## src/rtl/asrv32_uart.sv

```systemverilog
// asrv32_uart: memory-mapped 8N1 UART with a TX FIFO and a single-byte RX holding register
module asrv32_uart #(
  parameter int          CLK_FREQ_MHZ  = 12,
  parameter int          BAUD_RATE     = 115200,
  parameter logic [31:0] BASE_ADDRESS  = 32'h8000_0050,
  parameter int          TX_FIFO_DEPTH = 8
) (
  input  logic        i_clk,
  input  logic        i_rst,
  input  logic [31:0] i_addr,
  input  logic [31:0] i_wdata,
  output logic [31:0] o_rdata,
  input  logic        i_wr_en,
  input  logic [3:0]  i_wr_mask,
  input  logic        i_stb,
  output logic        o_ack,
  input  logic        i_uart_rx,
  output logic        o_uart_tx,
  output logic        o_rx_interrupt
);
  localparam int DIV = CLK_FREQ_MHZ * 1_000_000 / BAUD_RATE;
  localparam int CW  = $clog2(DIV);
  localparam int AW  = $clog2(TX_FIFO_DEPTH);
  localparam logic [CW-1:0] DIV_LAST = CW'(DIV - 1);
  localparam logic [CW-1:0] DIV_HALF = CW'(DIV / 2 - 1);
  typedef enum logic [1:0] {IDLE, START, DATA, STOP} state_t;
  logic hit_tx, hit_rx, hit_st, rd, wr;
  logic tx_full, tx_empty, tx_busy, push, pop;
  logic [7:0] fifo [TX_FIFO_DEPTH];
  logic [AW-1:0] wp, rp;
  logic [AW:0] fill;
  state_t tx_state, tx_state_d;
  logic [CW-1:0] tx_cnt, tx_cnt_d;
  logic [2:0] tx_bit, tx_bit_d;
  logic [7:0] tx_sh, tx_sh_d;
  logic tx_line, tx_line_d, tx_tick;
  logic [1:0] sync;
  logic rx_s, rx_prev, rx_tick, load, ferr;
  state_t rx_state, rx_state_d;
  logic [CW-1:0] rx_cnt, rx_cnt_d;
  logic [2:0] rx_bit, rx_bit_d;
  logic [7:0] rx_sh, rx_sh_d, rx_byte;
  logic rx_valid, overrun, frame_err;
  logic [31:0] status;
  logic unused_bits;
  assign unused_bits = ^{i_wdata[31:8], i_wr_mask[3:1]};
  assign hit_tx = i_addr == BASE_ADDRESS;
  assign hit_rx = i_addr == BASE_ADDRESS + 32'd4;
  assign hit_st = i_addr == BASE_ADDRESS + 32'd8;
  assign rd = i_stb & ~i_wr_en;
  assign wr = i_stb & i_wr_en;
  assign tx_full = fill == (AW + 1)'(TX_FIFO_DEPTH);
  assign tx_empty = fill == '0;
  assign tx_busy = tx_state != IDLE;
  assign push = wr & hit_tx & i_wr_mask[0] & (~tx_full | pop);
  assign status = {26'b0, frame_err, overrun, rx_valid, tx_busy, tx_empty, tx_full};
  assign o_uart_tx = tx_line;
  assign o_rx_interrupt = rx_valid;
  assign rx_s = sync[1];
  assign tx_tick = tx_cnt == DIV_LAST;
  assign rx_tick = rx_cnt == DIV_LAST;
  // FIFO storage; contents need no reset since the pointers define validity
  always_ff @(posedge i_clk) begin
    if (push) fifo[wp] <= i_wdata[7:0];
  end
  // FIFO pointers and fill level; simultaneous push and pop leave the level unchanged
  always_ff @(posedge i_clk or posedge i_rst) begin
    if (i_rst) begin
      wp <= '0;
      rp <= '0;
      fill <= '0;
    end else begin
      wp <= wp + AW'(push);
      rp <= rp + AW'(pop);
      fill <= fill + (AW + 1)'(push) - (AW + 1)'(pop);
    end
  end
  // TX next state: start, 8 data bits LSB first and stop, each DIV cycles long
  always_comb begin
    tx_state_d = tx_state;
    tx_cnt_d = (tx_state == IDLE || tx_tick) ? '0 : tx_cnt + CW'(1);
    tx_bit_d = tx_bit;
    tx_sh_d = tx_sh;
    tx_line_d = tx_line;
    pop = 1'b0;
    case (tx_state)
      IDLE: if (!tx_empty) begin
        pop = 1'b1;
        tx_sh_d = fifo[rp];
        tx_line_d = 1'b0;
        tx_state_d = START;
      end
      START: if (tx_tick) begin
        tx_state_d = DATA;
        tx_bit_d = '0;
        tx_line_d = tx_sh[0];
      end
      DATA: if (tx_tick) begin
        tx_state_d = tx_bit == 3'd7 ? STOP : DATA;
        tx_bit_d = tx_bit + 3'd1;
        tx_sh_d = tx_sh >> 1;
        tx_line_d = tx_bit == 3'd7 ? 1'b1 : tx_sh[1];
      end
      default: if (tx_tick) tx_state_d = IDLE;
    endcase
  end
  // TX state register; the line returns high immediately on reset
  always_ff @(posedge i_clk or posedge i_rst) begin
    if (i_rst) begin
      tx_state <= IDLE;
      tx_cnt <= '0;
      tx_bit <= '0;
      tx_sh <= '0;
      tx_line <= 1'b1;
    end else begin
      tx_state <= tx_state_d;
      tx_cnt <= tx_cnt_d;
      tx_bit <= tx_bit_d;
      tx_sh <= tx_sh_d;
      tx_line <= tx_line_d;
    end
  end
  // Two-flop synchroniser plus delayed copy for falling-edge detection
  always_ff @(posedge i_clk or posedge i_rst) begin
    if (i_rst) begin
      sync <= 2'b11;
      rx_prev <= 1'b1;
    end else begin
      sync <= {sync[0], i_uart_rx};
      rx_prev <= rx_s;
    end
  end
  // RX next state: confirm start at mid-bit, then sample every DIV cycles
  always_comb begin
    rx_state_d = rx_state;
    rx_cnt_d = rx_state == IDLE ? '0 : rx_cnt + CW'(1);
    rx_bit_d = rx_bit;
    rx_sh_d = rx_sh;
    load = 1'b0;
    ferr = 1'b0;
    case (rx_state)
      IDLE: if (rx_prev && !rx_s) rx_state_d = START;
      START: if (rx_cnt == DIV_HALF) begin
        rx_state_d = rx_s ? IDLE : DATA;
        rx_cnt_d = '0;
        rx_bit_d = '0;
      end
      DATA: if (rx_tick) begin
        rx_state_d = rx_bit == 3'd7 ? STOP : DATA;
        rx_cnt_d = '0;
        rx_bit_d = rx_bit + 3'd1;
        rx_sh_d = {rx_s, rx_sh[7:1]};
      end
      default: if (rx_tick) begin
        rx_state_d = IDLE;
        load = rx_s;
        ferr = ~rx_s;
      end
    endcase
  end
  // RX state register
  always_ff @(posedge i_clk or posedge i_rst) begin
    if (i_rst) begin
      rx_state <= IDLE;
      rx_cnt <= '0;
      rx_bit <= '0;
      rx_sh <= '0;
    end else begin
      rx_state <= rx_state_d;
      rx_cnt <= rx_cnt_d;
      rx_bit <= rx_bit_d;
      rx_sh <= rx_sh_d;
    end
  end
  // RX holding register and sticky flags; a new byte beats a same-cycle read clear
  always_ff @(posedge i_clk or posedge i_rst) begin
    if (i_rst) begin
      rx_byte <= '0;
      rx_valid <= 1'b0;
      overrun <= 1'b0;
      frame_err <= 1'b0;
    end else begin
      rx_byte <= load ? rx_sh : rx_byte;
      rx_valid <= load | (rx_valid & ~(rd & hit_rx));
      overrun <= (overrun & ~(wr & hit_st & i_wr_mask[0] & i_wdata[4])) | (load & rx_valid);
      frame_err <= (frame_err & ~(wr & hit_st & i_wr_mask[0] & i_wdata[5])) | ferr;
    end
  end
  // Bus response: ack one cycle after every strobe, read data captured on reads only
  always_ff @(posedge i_clk or posedge i_rst) begin
    if (i_rst) begin
      o_ack <= 1'b0;
      o_rdata <= '0;
    end else begin
      o_ack <= i_stb;
      if (rd) o_rdata <= hit_rx ? {rx_valid, 23'b0, rx_byte} : hit_st ? status : '0;
    end
  end
endmodule

```

## config.mk

```make
export PLATFORM = sky130hd
export DESIGN_NAME = asrv32_uart
export DESIGN_NICKNAME = d
export VERILOG_FILES = /design/src/rtl/asrv32_uart.sv
export SDC_FILE = /design/constraint.sdc
export NUM_CORES = 1
export LEC_CHECK = 0
export CAP_MARGIN = 10
export CELL_PAD_IN_SITES_DETAIL_PLACEMENT = 0
export CELL_PAD_IN_SITES_GLOBAL_PLACEMENT = 1
export CORE_ASPECT_RATIO = 0.6
export CORE_MARGIN = 5
export CORE_UTILIZATION = 30
export DETAILED_ROUTE_END_ITERATION = 16
export PLACE_DENSITY_LB_ADDON = 0.1
export REMOVE_ABC_BUFFERS = 1
export SYNTH_ARGS = -nofsm -noshare
export SYNTH_HDL_FRONTEND = slang
export SYNTH_SLANG_ARGS = --single-unit
```

## constraint.sdc

```tcl
create_clock -name i_clk -period 2.85 [get_ports i_clk]
set_input_delay 0.57 -clock i_clk [delete_from_list [all_inputs] [get_ports i_clk]]
set_output_delay 0.57 -clock i_clk [all_outputs]
set_load 0.01 [all_outputs]
```

==> impl_metrics.py, run 1 <==
metrics = {
    "floorplan": {
        "die_w_um": 200,
        "io_pins": 108,
        "start_util_pct": 30.8,
        "dieArea_um2": 24900,
        "die_y_um": 124,
        "rows": 41,
        "core-area_um2": 21200,
    },
    "global_route": {
        "overflow": 0,
        "use_met1_pct": 18.1,
        "antenna_found_initial": 0,
        "busiest_layer": "met1",
        "met3_usage_pct": 3.28,
        "use_met2_pct": 16.4,
        "grt_pass1_wl_um": 22800,
        "grt_max_degree": 36,
        "grt_pass1_vias": 4023,
        "grt_use_total_pct": 12.0,
    },
    "finish": {
        "drive_above_1_share_pct": 18.6,
        "num_antenna_cells": 0,
        "layout_commonest_cell": "dfrtp_1",
        "post-route-util_pct": 38.4,
        "final_cell_mix": "71 x dfrtp_1, 64 x edfxtp_1, 57 x clkdlybuf4s50_1",
        "syn2layout_area_growth_pct": 24.6,
        "nets": 650,
        "nFillCells": 2004,
    },
    "worst_setup_path": {
        "r2r_start": "tx_state[0]",
        "crit_required_ns": 2.99,
        "r2r_cells": 10,
        "reg2reg_to": "fill[3]",
        "critPathMaxStageDelay_ns": 0.42,
        "crit_path_start_kind": "primary input",
        "reg2reg_slack_ns": 0.51,
        "crit_arrival_ns": 2.54,
        "worstSetupPathType": "primary input to flip-flop",
        "cp_max_fo": 9,
        "path_buf_inv": 3,
        "cp_slowest_cell": "clkdlybuf4s50_1",
        "crit_family": "simple AND/OR/NAND/NOR gates",
        "cp-end-kind": "flip-flop",
        "path_cells": "clkdlybuf4s50_1 -> nor4b_2 -> nand4_1 -> nor4_4 -> buf_4 -> and4b_1 -> buf_12",
    },
    "sta": {
        "finalCritPeriodShare_pct": 84.4,
        "drv_slew": 0,
        "hold_violations": 0,
        "fmax_ghz": 0.416,
        "fin_skew_ns": 0.00987,
        "fin_crit_ns": 2.41,
        "tightest_slew_ns": 0.772,
        "slew_headroom_pct": 48.6,
        "rsz0062_at_grt": "no",
        "setup_viol": 0,
        "tns_ns": 0,
        "whs_ns": 0.355,
    },
    "status": {
        "status": "complete, no violations",
    },
    "clock_tree": {
        "cts_hold_repair.buffers": 0,
        "cts.htree.levels": 4,
        "clk_pin_slew_ns": 0.06,
        "ctsRootBufferMaster": "clkbuf_16",
        "clk_latency_ns": 0.42,
        "clock_sinks": 139,
        "numCtsBuffers": 17,
        "cts_tree": "yes",
        "clock_path_buffers": 2,
        "ctsResizeCount": 0,
        "postCtsSetupRepairBufs": 0,
    },
    "placement": {
        "dp_hpwl_um": 10500,
        "finalWeightedCongestion": 0.746,
        "port_buffers": 57,
    },
    "synthesis": {
        "ys_seq_elements": 139,
        "synth_edf_count": 64,
        "yosysSeqAreaShare_pct": 58.3,
        "synth_warnings": 0,
        "ys_async_sr_fraction_pct": 54.0,
        "postSynthAreaPerCell_um2": 13.8,
        "mappedNetlistArea_um2": 6520,
        "netlist_instances": 473,
        "synth_flop_cell": "dfrtp_1",
        "synth_cell_type_count": 68,
    },
    "worst_hold_path": {
        "holdCritStartpoint": "sync[0]",
        "hold_path_end": "sync[1]",
        "hold_class": "flip-flop to flip-flop",
        "hold_depth": 0,
    },
    "routing": {
        "via_count": 3969,
        "drtIter0Drc": 188,
        "vias_per_cell": 4.70,
        "drc": 0,
        "first_pass_iters": 5,
        "post_drt_wl_per_cell_um": 16.9,
        "drt_wl_total_um": 14300,
        "antenna_left": 0,
    },
    "job": {
        "drv_cap": 0,
    },
    "pwr": {
        "leakagePower_nw": 3.20,
        "ir_worst_vdd_mv": 0.367,
        "power_density_nw_per_um2": 583,
    },
}
-- cells in the mapped netlist, drive strengths merged (8+ instances only) --
master  count  area, um2
mux2i      15        150
buf        32        235
o21ai      12       60.1
nor2       22       85.1
dfrtp      71       1780
nand2      28        105
nand2b     11       68.8
mux2       27        327
mux4        9        214
xor2        8       70.1
inv        17       63.8
o31ai       9       67.6
nand3      10       55.1
ha         24        300
edfxtp     64       1920
-- how the worst max path moves through the flow --
stage / endpoint / slack [ns] / cells past startpoint / start
4_1_cts: fifo[3][6] / 0.41 / 7 / i_addr[1]
3_3_place_gp: fifo[2][1] / 0.03 / 7 / i_addr[10]
3_5_place_dp: fifo[3][1] / -0.06 / 7 / i_addr[1]
5_1_grt: fill[3] / 0.21 / 10 / tx_state[0]
6_report: fifo[3][6] / 0.44 / 7 / i_addr[1]
2_1_floorplan: fill[0] / 0.38 / 1 / i_rst
-- cell families after synthesis --
logic type / after synthesis / share of synthesized area, %
xor gates and xnor gates: 13 / 1.75
and+or+nand+nor: 116 / 10.9
AOI/OAI and AO/OA: 73 / 8.50
DFF: 139 / 58.3
other: 1 / 0.0575
adders and majority gates: 25 / 4.91
muxes: 51 / 10.6
buffers and inverters: 55 / 4.93
-- stage by stage --
step           cell area [um2]  std cells  power, mW  setup WS (ns)
4_1_cts                   8130        844       4.80          0.405
6_report                  8130        844       4.74          0.444
2_1_floorplan             6340        457       2.35          0.377
5_1_grt                   8130        844       4.93          0.214
3_5_place_dp              7520        812       2.49        -0.0614
3_3_place_gp              7520        812       2.48         0.0286
-- layout make-up --
class                           instances  area, um2  share of cell area, %
Clock inverter                         14        176                   2.17
Inverter                               17       65.1                  0.801
Sequential cell                       139       3800                   46.8
Clock buffer                           18        429                   5.28
Tap cell                              279        349                   4.30
Timing Repair Buffer                   76        826                   10.2
Multi-Input combinational cell        301       2480                   30.5
-- layer usage --
layer	routed length, um	share of wire [%]
met1	7480	52
met2	5790	41
met3	799	5.6
met4	199	1.4
met5	0	0
-- registers in the layout (all words and copies together) (netlist names), 3 cells and up --
register and cells:
rx_bit 3, rx_byte 8, rx_cnt 7, rp 3, o_rdata 9, tx_sh 8, tx_bit 3, rx_sh 8
fill 4, tx_cnt 7, fifo 64, wp 3
-- worst register-to-register path, stage by stage, from the launching register on --
cell and delay [ns]:
dfrtp_1 0.43, inv_1 0.10, ha_1 0.21, inv_1 0.11
nor2_1 0.36, ha_1 0.23, inv_1 0.07, ha_1 0.28
a21o_1 0.15, a21oi_1 0.17, xor2_1 0.16
-- power by group --
part           leakage (nW)  switching [mW]  internal, mW
clock network         0.296           0.843          1.45
logic                  1.37           0.170         0.131
registers              1.53          0.0214          2.12
total                  3.20            1.04          3.71
Note: power is estimated with default switching activity, not from simulation.
==> inputs of run 2 (changes only) <==
clock period = 2 ns   (was 2.85 ns; I/O delays follow)
==> impl_metrics.py, run 2 (synthesis results as in run 1) <==
metrics = {
    "sta": {
        "slew_headroom_pct": 62.8,
        "whs_ns": 0.219,
        "rsz0062_at_grt": "yes",
        "hold_violations": 0,
        "tightest_slew_ns": 0.558,
        "fmax_ghz": 0.475,
        "setup_viol": 66,
        "fin_ws_ns": -0.107,
        "fin_crit_ns": 2.11,
        "fin_skew_ns": 0.0162,
        "drv_slew": 0,
        "finalCritPeriodShare_pct": 105,
    },
    "global_route": {
        "grt_pass1_wl_um": 24500,
        "grt_max_degree": 55,
        "grt_pass1_vias": 4159,
        "antenna_found_initial": 0,
        "overflow": 0,
        "grt_use_total_pct": 13.1,
    },
    "worst_setup_path": {
        "worstSetupPathType": "flip-flop to flip-flop",
        "critPathMaxStageDelay_ns": 0.39,
        "r2r_cells": 8,
        "cp_max_fo": 9,
        "path_cells": "buf_6 -> ha_4 -> nor3b_4 -> a211o_1 -> nor4_4 -> buf_6 -> and4_1 -> buf_6",
        "reg2reg_to": "fifo[7][1]",
        "cp-end-kind": "flip-flop",
        "crit_required_ns": 2.13,
        "r2r_start": "fill[3]",
        "crit_path_start_kind": "flip-flop",
        "crit_arrival_ns": 2.24,
        "reg2reg_slack_ns": -0.11,
        "cp_common_cell": "buf_6",
        "cp_slowest_cell": "dfrtp_1",
    },
    "finish": {
        "layout_commonest_cell": "dfrtp_1",
        "drive_above_1_share_pct": 26.6,
        "num_antenna_cells": 0,
        "top_register": "fifo",
        "nets": 686,
        "nFillCells": 1985,
        "syn2layout_area_growth_pct": 29.6,
        "final_cell_mix": "71 x dfrtp_1, 64 x edfxtp_1, 56 x clkdlybuf4s50_1",
        "post-route-util_pct": 39.9,
        "largest_reg_flops": 64,
        "reg_top3": "fifo x64, o_rdata x9",
    },
    "placement": {
        "finalWeightedCongestion": 0.803,
        "dp_hpwl_um": 11700,
        "port_buffers": 57,
    },
    "floorplan": {
        "die_y_um": 124,
        "core-area_um2": 21200,
        "rows": 41,
        "dieArea_um2": 24900,
        "die_w_um": 200,
        "start_util_pct": 30.8,
        "io_pins": 108,
    },
    "clock_tree": {
        "cts_hold_repair.buffers": 0,
        "cts.htree.levels": 4,
        "clk_pin_slew_ns": 0.07,
        "clock_sinks": 139,
        "clock_path_buffers": 2,
        "numCtsBuffers": 17,
        "clk_latency_ns": 0.43,
        "cts_tree": "yes",
        "ctsRootBufferMaster": "clkbuf_16",
    },
    "routing": {
        "post_drt_wl_per_cell_um": 17.7,
        "first_pass_iters": 5,
        "drtIter0Drc": 310,
        "via_count": 4112,
        "vias_per_cell": 4.67,
        "drc": 0,
        "antenna_left": 0,
        "drt_wl_total_um": 15600,
    },
    "pwr": {
        "leakagePower_nw": 3.41,
        "ir_worst_vdd_mv": 0.408,
        "power_density_nw_per_um2": 789,
        "p_total_mw": 6.66,
    },
    "status": {
        "violations": "setup timing",
        "status": "complete, but fails checks",
    },
    "worst_hold_path": {
        "hold_class": "primary input to async pin",
    },
    "job": {
        "drv_cap": 0,
    },
}
-- run 2: worst max-delay path by stage --
stage | to | start | depth (start not counted)
6_report | fifo[7][1] | fill[3] | 8
3_5_place_dp | fifo[7][1] | i_addr[17] | 7
5_1_grt | fifo[7][6] | fill[2] | 9
3_3_place_gp | fifo[3][1] | i_addr[10] | 7
2_1_floorplan | fill[0] | i_rst | 1
4_1_cts | fifo[3][2] | fill[3] | 8
-- run 2: timing repair --
| item | in CTS | in global routing |
|---|---|---|
| buffers inserted | 3 | 2 |
| endpoints found under the setup margin | 69 | 85 |
| pin swaps | 1 | 4 |
| resized for setup | 23 | 6 |
-- run 2: final cells by class --
cell class	count	area, um2	area share, %
Sequential cell	139	3800	45.0
Multi-Input combinational cell	301	2540	30.1
Timing Repair Buffer	112	1080	12.8
Clock buffer	17	425	5.04
Tap cell	279	349	4.13
Clock inverter	15	178	2.10
Inverter	17	65.1	0.770
-- run 2: through the flow --
| stage | TNS [ns] | area (um2) | setup slack (ns) | cells |
|---|---|---|---|---|
| finish | -5.58 | 8450 | -0.107 | 880 |
| global route | -15.41 | 8450 | -0.259 | 880 |
| CTS | -6.00 | 8410 | -0.106 | 878 |
| detailed placement | -41.94 | 7700 | -0.585 | 843 |
| global placement | -38.39 | 7700 | -0.539 | 843 |
| floorplan | -38.36 | 6340 | -0.303 | 457 |
-- run 2: per-layer routing --
layer	GRT usage (%)	share of wire, %
met1	20.7	54
met2	17.1	40
met3	3.56	5.9
met4	3.99	0.39
met5	0	0
-- run 2: power by group --
part           total, mW  internal [mW]  switching [mW]
combinational      0.446          0.194           0.252
sequential          3.06           3.03          0.0300
clock               3.16           1.79            1.37
-- run 2: critical path: cells and delay by family, from the launching register on --
family	cells	cell delay (ns)
buffers and inverters	3	0.44
and+or+nand+nor	3	0.54
AOI/OAI and AO/OA	1	0.30
DFF	1	0.39
adders and majority gates	1	0.14
